--- src/rtl/rr_sel_arbiter8_pkg.sv ---
// rr_sel_arbiter8_pkg: shared constants and state type for the round-robin mux arbiter
package rr_sel_arbiter8_pkg;
  localparam int N_SRC = 8;
  localparam int IDX_W = 3;
  localparam logic [IDX_W-1:0] PTR_RST = '0;
  typedef enum logic {IDLE, GRANT} state_t;
endpackage

--- src/rtl/rr_sel_arbiter8_pick.sv ---
// rr_pick8: rotating-priority search, first set bit of req starting at ptr
module rr_pick8
  import rr_sel_arbiter8_pkg::*;
(
  input  logic [N_SRC-1:0] req,
  input  logic [IDX_W-1:0] ptr,
  output logic             found,
  output logic [IDX_W-1:0] idx
);
  logic [N_SRC-1:0] rot;
  logic [IDX_W-1:0] off;
  assign rot = N_SRC'({req, req} >> ptr);
  assign found = |req;
  assign idx = ptr + off;
  always_comb begin
    off = '0;
    for (int i = N_SRC - 1; i >= 0; i--) off = rot[i] ? IDX_W'(i) : off;
  end
endmodule

--- src/rtl/rr_sel_arbiter8.sv ---
// rr_sel_arbiter8: round-robin arbiter driving an 8:1 mux select under valid/ready
module rr_sel_arbiter8
  import rr_sel_arbiter8_pkg::*;
(
  input  logic             clk,
  input  logic             rst,
  input  logic [N_SRC-1:0] req,
  input  logic             out_ready,
  output logic [IDX_W-1:0] sel,
  output logic [N_SRC-1:0] gnt,
  output logic             out_valid
);
  state_t state, state_n;
  logic [IDX_W-1:0] ptr, ptr_n, idx, sel_n;
  logic [N_SRC-1:0] gnt_n;
  logic found, go, hold;
  rr_pick8 u_pick (.req(req), .ptr(ptr_n), .found(found), .idx(idx));
  // In GRANT, out_ready means a transfer: advance ptr then re-arbitrate the same cycle
  always_comb begin
    ptr_n = (state == GRANT && out_ready) ? sel + IDX_W'(1) : ptr;
    go = (state == IDLE || out_ready) && found;
    hold = state == GRANT && !out_ready && req[sel];
    state_n = (go || hold) ? GRANT : IDLE;
    sel_n = go ? idx : sel;
    gnt_n = go ? N_SRC'(1) << idx : hold ? gnt : '0;
  end
  always_ff @(posedge clk or posedge rst) begin
    if (rst) begin
      state <= IDLE;
      ptr <= PTR_RST;
      sel <= '0;
      gnt <= '0;
      out_valid <= 1'b0;
    end else begin
      state <= state_n;
      ptr <= ptr_n;
      sel <= sel_n;
      gnt <= gnt_n;
      out_valid <= go || hold;
    end
  end
endmodule

--- config.mk ---
export PLATFORM = sky130hd
export DESIGN_NAME = rr_sel_arbiter8
export DESIGN_NICKNAME = d
export VERILOG_FILES = /design/src/rtl/rr_sel_arbiter8_pkg.sv /design/src/rtl/rr_sel_arbiter8_pick.sv /design/src/rtl/rr_sel_arbiter8.sv
export SDC_FILE = /design/constraint.sdc
export NUM_CORES = 1
export LEC_CHECK = 0
export ABC_AREA = 1
export BUFFER_PORTS_ARGS = -buffer_cell sky130_fd_sc_hd__buf_4
export CORE_MARGIN = 10
export CORE_UTILIZATION = 40
export CTS_BUF_LIST = sky130_fd_sc_hd__clkbuf_2 sky130_fd_sc_hd__clkbuf_4 sky130_fd_sc_hd__clkbuf_8
export DETAILED_ROUTE_END_ITERATION = 16
export SYNTH_ARGS = -nofsm -noshare
export SYNTH_HDL_FRONTEND = slang
export SYNTH_SLANG_ARGS = --single-unit
--- constraint.sdc ---
create_clock -name clk -period 2.9 [get_ports clk]
set_clock_uncertainty 0.05 [all_clocks]
set_input_delay 0.58 -clock clk [delete_from_list [all_inputs] [get_ports clk]]
set_output_delay 0.58 -clock clk [all_outputs]
set_load 0.01 [all_outputs]
==> metrics.txt, run 1 <==
status finished, violations left; failing checks setup timing; Top Ports 23; met1 Usage GRT ~16%; layout overhead on the synthesized area 54.8%; Mapped Area 0.00127 mm^2; Routed Wire Length 4.24 mm; CTS Hold Buffers Added 0; Critical Path Sink Type flip-flop; routability cong. around 0.85; Synth cell types 28; first-pass GRT wire length ~6.8 mm; Row Count 20; Worst-path clk slew 0.08 ns; met3 usage 2.12%; Reg2Reg Setup Slack -0.003 ns; worst path arrival time 3.08 ns; Least-Margin Pin Slew 0.551 ns; CP Data Required Time roughly 3.1 ns; pre-CTS setup slack -0.304 ns; Pwr Density around 1400 mW/mm^2; met2 Use GR a little under a quarter; Port Buffers 22; Multi-input gate area around 990 um^2; Register Area 377 um^2; via/cell ratio 5.12; Antenna Cells 0; CP cell instances ha_4 > nand2_4 > nand2_4 > buf_4 > nand3_2 > nand3_1 > nand2_2 > nand2_1 > nand2_1 > nand2_1 > nand2_1 > nand2_1 > nand2_2 > nand3_2 > fa_2 > xnor2_2 > inv_1 > nand3_2 > a21oi_4 > nand4_1 > nand2_1; Worst path max stage delay 0.41 ns; yosys warns 0; largest net degree at the start of global routing 16; Hold WS around 0.29 ns; vias in the first global route 1486; cells on worst reg2reg path 21; Root Buffer clkbuf_4; CTS tree yes; residual DRC count 0; Crit path top cell by count nand2_1; core area 0.00305 mm^2; final setup fails 1; CTS H-Tree Depth 1; Initial Utilization 41.6%; Die W about 76 um; crit path max fanout 6; post-placement cell area between 0.0015 and 0.002 mm^2; Finished Cell Area approximately 0.0020 mm^2; Crit Path Class flip-flop to flip-flop; final worst setup slack -0.00298 ns; Gate Count Post-Synth a little under 200; gr busiest metal met2; grt total ovfl 0; Die Footprint a little under 0.006 mm^2; Leak Pwr ~1.1 nW; Fin. Hold Viols 0; commonest non-fill, non-tap cell in the layout nand2_1; Final #Nets ~270; Tot GR Track Use a little over an eighth; fmax between 300 and 400 MHz; Worst path slowest cell dfrtp_1; Slew Limit Fails 0; Layout fillers between 200 and 300; average wire per standard cell around 14 um; sequential area share after synthesis roughly 30%; Max Cap Viol 0; initial antenna violation count 0; Max Root-Sink Buffers 2; CTS buffer count 3; syn_area_per_cell ~6.5 um^2; commonest cells after routing, fill and taps aside nand2_1 (68), buf_4 (51), nand3_1 (28); Worst VDD drop slightly below 800 uV; # clock sinks 15; Hold Crit Class input port to asynchronous set/reset pin; Clk Latency, worst-skew pair 0.28 ns; Iter 0 DRT Violations 130; RSZ-0062 raised after global routing true; layout cells sized above 1 between 40% and 50%; DR pass1 iterations 5; Net Count, Synth ~210; antenna viol nets, final 0; minimum clock period between 2 and 3 ns; normalized max-slew margin 63.3%; post-detail-place hpwl 3.13 mm; die height 76.3 um; Synth Register Bits 15; crit start category flip-flop; Vias 1542; final worst-path cycle share 100%
-- layer usage --
layer  part of all wire [%]  vias up  wire [um]
met5                      0        -          0
met4                    1.9        0         80
met3                    6.0        9        255
met2                     50       51       2100
met1                     42      720       1800
li1                       -      762          -
-- where the power goes --
| part | switching, mW | total [mW] | internal, mW |
|---|---|---|---|
| Combinational | 1.25 | 2.23 | 0.980 |
| Clock | 0.0641 | 0.127 | 0.0628 |
| Sequential | 0.0602 | 0.347 | 0.287 |
-- worst max-delay path: cells and delay by family (launching register included) --
kind	cells	cell delay, ns
XOR/XNOR	1	0.16
adder cells (fa/ha/maj)	2	0.64
buffers and inverters	2	0.24
flip-flops	1	0.41
AND/OR/NAND/NOR	15	1.12
AO/OA/AOI/OAI	1	0.22
-- worst paths after layout --
path / from / endpoint
min in group clk: gnt[5] / gnt[5]
max reg2reg: sel[1] / gnt[3]
max: sel[1] / gnt[3]
max in group asynchronous: rst / sel[0]
min reg2reg: gnt[5] / gnt[5]
min: rst / gnt[2]
-- kinds of logic (layout without fill, tap and decap cells) --
family | count (synthesis) | count (layout) | synth area share (%)
fa+ha+maj | 2 | 2 | 2.56
buf+inv | 21 | 80 | 6.31
compound gates | 17 | 17 | 8.78
xor+xnor | 2 | 2 | 1.38
flops | 15 | 15 | 29.6
simple gates | 139 | 141 | 51.4
-- area by class of cell --
cell class,count,area share (%)
repair buffers,55,21.8
multi-input cells,162,50.6
well taps,44,2.80
inverters,21,4.08
flip-flops and latches,15,19.2
clock buffers,4,1.53
-- timing repair --
action,CTS,global route
buffers inserted,6,4
cloned,0,2
endpoints found under the setup margin,9,9
gates resized for setup,17,21
pin swaps,3,9
endpoints found under the hold margin,0,0
-- through the flow --
| step | utilization [%] | cells | total power [mW] | setup TNS [ns] |
|---|---|---|---|---|
| 6_report | 64.3 | 301 | 2.71 | -0.00298 |
| 3_3_place_gp | 54.8 | 285 | 2.10 | -1.57 |
| 5_1_grt | 64.3 | 301 | 2.96 | -1.68 |
| 4_1_cts | 60.0 | 295 | 2.50 | -0.00563 |
| 3_5_place_dp | 54.8 | 285 | 2.15 | -2.24 |
| 2_1_floorplan | - | 196 | 1.48 | 0 |
-- cell usage after synthesis --
cell | n | area, um^2
nand2_2 | 7 | 43.8
o21ai_2 | 1 | 8.76
clkinv_2 | 1 | 5.00
o21ai_0 | 5 | 25.0
nand3_4 | 1 | 17.5
a31oi_1 | 1 | 6.26
nor2_2 | 2 | 12.5
nand3b_1 | 1 | 7.51
inv_1 | 19 | 71.3
nand2_1 | 77 | 289
xnor2_1 | 2 | 17.5
nand3_2 | 1 | 10.0
nand3_1 | 36 | 180
nor4_1 | 1 | 6.26
nand4_1 | 4 | 25.0
inv_2 | 1 | 3.75
nand2_4 | 3 | 33.8
o21bai_1 | 1 | 7.51
nor3_1 | 1 | 5.00
o21ai_1 | 1 | 5.00
a21oi_2 | 2 | 17.5
dfrtp_1 | 15 | 375
or2_0 | 1 | 6.26
nor2_1 | 4 | 15.0
o21ai_4 | 1 | 16.3
a21oi_1 | 5 | 25.0
fa_1 | 1 | 20.0
ha_1 | 1 | 12.5
-- sequential cells by signal, indices dropped and copies added (netlist names) --
name and cells:
gnt 8, out_valid 1, sel 3, ptr 3
No activity file was read; power rests on OpenSTA's default activity.
==> run 2, diff against run 1 <==
--- a/config.mk
+++ b/config.mk
@@ -9,7 +9,7 @@
 export BUFFER_PORTS_ARGS = -buffer_cell sky130_fd_sc_hd__buf_4
 export CORE_MARGIN = 10
 export CORE_UTILIZATION = 40
-export CTS_BUF_LIST = sky130_fd_sc_hd__clkbuf_2 sky130_fd_sc_hd__clkbuf_4 sky130_fd_sc_hd__clkbuf_8
+export CTS_BUF_LIST = sky130_fd_sc_hd__clkbuf_16
 export DETAILED_ROUTE_END_ITERATION = 16
 export SYNTH_ARGS = -nofsm -noshare
 export SYNTH_HDL_FRONTEND = slang
==> metrics.txt, run 2 (synthesis results as in run 1) <==
Max Cap Viol 0 (unchanged); normalized max-slew margin 62.9% (-0.35 points); Least-Margin Pin Slew 0.556 ns (+0.00518 ns); largest net degree at the start of global routing 16 (unchanged); Slew Limit Fails 0 (unchanged); largest registers gnt: 8 flops, ptr: 3 flops, sel: 3 flops; r2r endpoint gnt[3]; CP Data Required Time 3.03 ns (-0.05 ns); Vias 1555 (+0.84%); failing checks setup timing; Die Footprint 0.00582 mm^2 (unchanged); Clk Latency, worst-skew pair 0.24 ns (-0.04 ns); minimum clock period 2.90 ns (+0.000897 ns); core area 0.00305 mm^2 (unchanged); Die W 76.3 um (unchanged); Row Count 20 (unchanged); Critical Path Sink Type flip-flop; Hold Crit Class input port to asynchronous set/reset pin; setup TNS -0.00387 ns (-0.000897 ns); final worst setup slack -0.00387 ns (-0.000897 ns); CTS buffer count 3 (unchanged); average wire per standard cell 14.9 um (+5.6%); Port Buffers 22 (unchanged); met3 WL post-DR 203 um (-20%); Routed Wire Length 4.47 mm (+5.6%); RSZ-0062 raised after global routing true; Largest Register gnt; Tot GR Track Use 13.9% (+0.36 points); final setup fails 1 (unchanged); Fin. Hold Viols 0 (unchanged); DR pass1 iterations 4 (-1); Initial Utilization 41.6% (unchanged); commonest non-fill, non-tap cell in the layout nand2_1; first-pass GRT wire length 6.87 mm (+1.3%); Pwr Density 1430 mW/mm^2 (+4.0%); Iter 0 DRT Violations 86 (-34%); cells on worst reg2reg path 16 (-24%); Hold WS 0.343 ns (+0.0543 ns); Max Root-Sink Buffers 2 (unchanged); Leak Pwr 1.11 nW (+4.9%); worst path arrival time 3.04 ns (-0.04 ns); grt total ovfl 0 (unchanged); layout cells sized above 1 47.5% (+7.4 points); RR Startpoint sel[0]; Worst-path clk slew 0.05 ns (-0.03 ns); max reg flops 8 (unchanged); Layout fillers 260 (-9.4%); Top Ports 23 (unchanged); Cell Count, Final, Fillers Out 301 (unchanged); Final #Nets 271 (unchanged); Worst VDD drop 776 uV (+0.67%); crit path max fanout 5 (-1); layout overhead on the synthesized area 68.3%; pre-CTS setup slack -0.304 ns (unchanged); top sig layer met4; Antenna Cells 0 (unchanged); crit path capture gnt[3]; initial antenna violation count 0 (unchanged); vias in the first global route 1508 (+1.5%); Final Util 70.0% (+5.6 points); residual DRC count 0 (unchanged); CTS Hold Buffers Added 0 (unchanged); via/cell ratio 5.17 (+0.84%); met1 wire length 1.84 mm (+2.5%); antenna viol nets, final 0 (unchanged); placed insts 285 (unchanged); CTS tree yes; fmax 344 MHz (about the same); die height 76.3 um (unchanged); post-detail-place hpwl 3.13 mm (unchanged); Root Buffer clkbuf_16; crit start category flip-flop; commonest cells after routing, fill and taps aside nand2_1 (60), buf_4 (49), inv_1 (20); CTS H-Tree Depth 1 (unchanged); routability cong. 0.851 (unchanged); Reg2Reg Setup Slack -0.004 ns (about the same); # clock sinks 15 (unchanged); Finished Cell Area 0.00214 mm^2 (+8.7%); Crit Path Class flip-flop to flip-flop; status finished, violations left; met2 wire length 2.33 mm (+11%); Total Power 3.06 mW (+13%); Critical path origin sel[0]; final worst-path cycle share 100% (about the same); post-placement cell area 0.00167 mm^2 (unchanged)
==> run 2: final cells by class <==
| class | count | area [um^2] | area share (%) |
|---|---|---|---|
| clock inverter | 1 | 3.75 | 0.176 |
| timing repair buffer | 55 | 435 | 20.4 |
| sequential | 15 | 378 | 17.7 |
| multi-input combinational | 162 | 1110 | 51.8 |
| inverter | 21 | 81.3 | 3.81 |
| clock buffer | 3 | 75.1 | 3.51 |
| tap | 44 | 55.1 | 2.58 |
==> run 2: critical path, stage by stage, from the launching register on <==
cell	delay [ns]
dfrtp_2	0.43
ha_4	0.27
o21ai_4	0.21
buf_6	0.15
nand3_2	0.09
nand2_1	0.08
nand2_1	0.07
nand2_2	0.09
nand2_1	0.07
o21bai_2	0.20
fa_2	0.38
xnor2_2	0.16
inv_1	0.08
nand3_2	0.12
a21oi_4	0.21
nand4_1	0.13
nand2_1	0.07
==> run 2: how the worst min path moves through the flow <==
stage                       from  endpoint  slack (ns)
after global placement    gnt[3]    gnt[3]        0.42
after detailed placement  gnt[0]    gnt[0]        0.42
after global routing         rst    gnt[6]        0.38
after CTS                    rst    gnt[2]        0.36
final                        rst    gnt[6]        0.34
after floorplan              rst    gnt[0]        0.43
==> run 2: timing repair <==
item / CTS / global route
setup endpoints to repair: 9 / 9
pin swaps: 3 / 13
gates resized for setup: 18 / 48
buffers inserted: 5 / 5
cloned: 0 / 2
==> run 2: per-layer routing <==
metal  global-route usage, %  vias to the layer above
met4                    5.20                        0
li1                        -                      765
met2                    24.6                       52
met5                       0                        -
met1                    16.2                      727
met3                    2.48                       11
==> run 2: where the power goes <==
group,switching (mW),internal [mW]
logic,1.36,1.08
clock network,0.0797,0.182
registers,0.0675,0.289
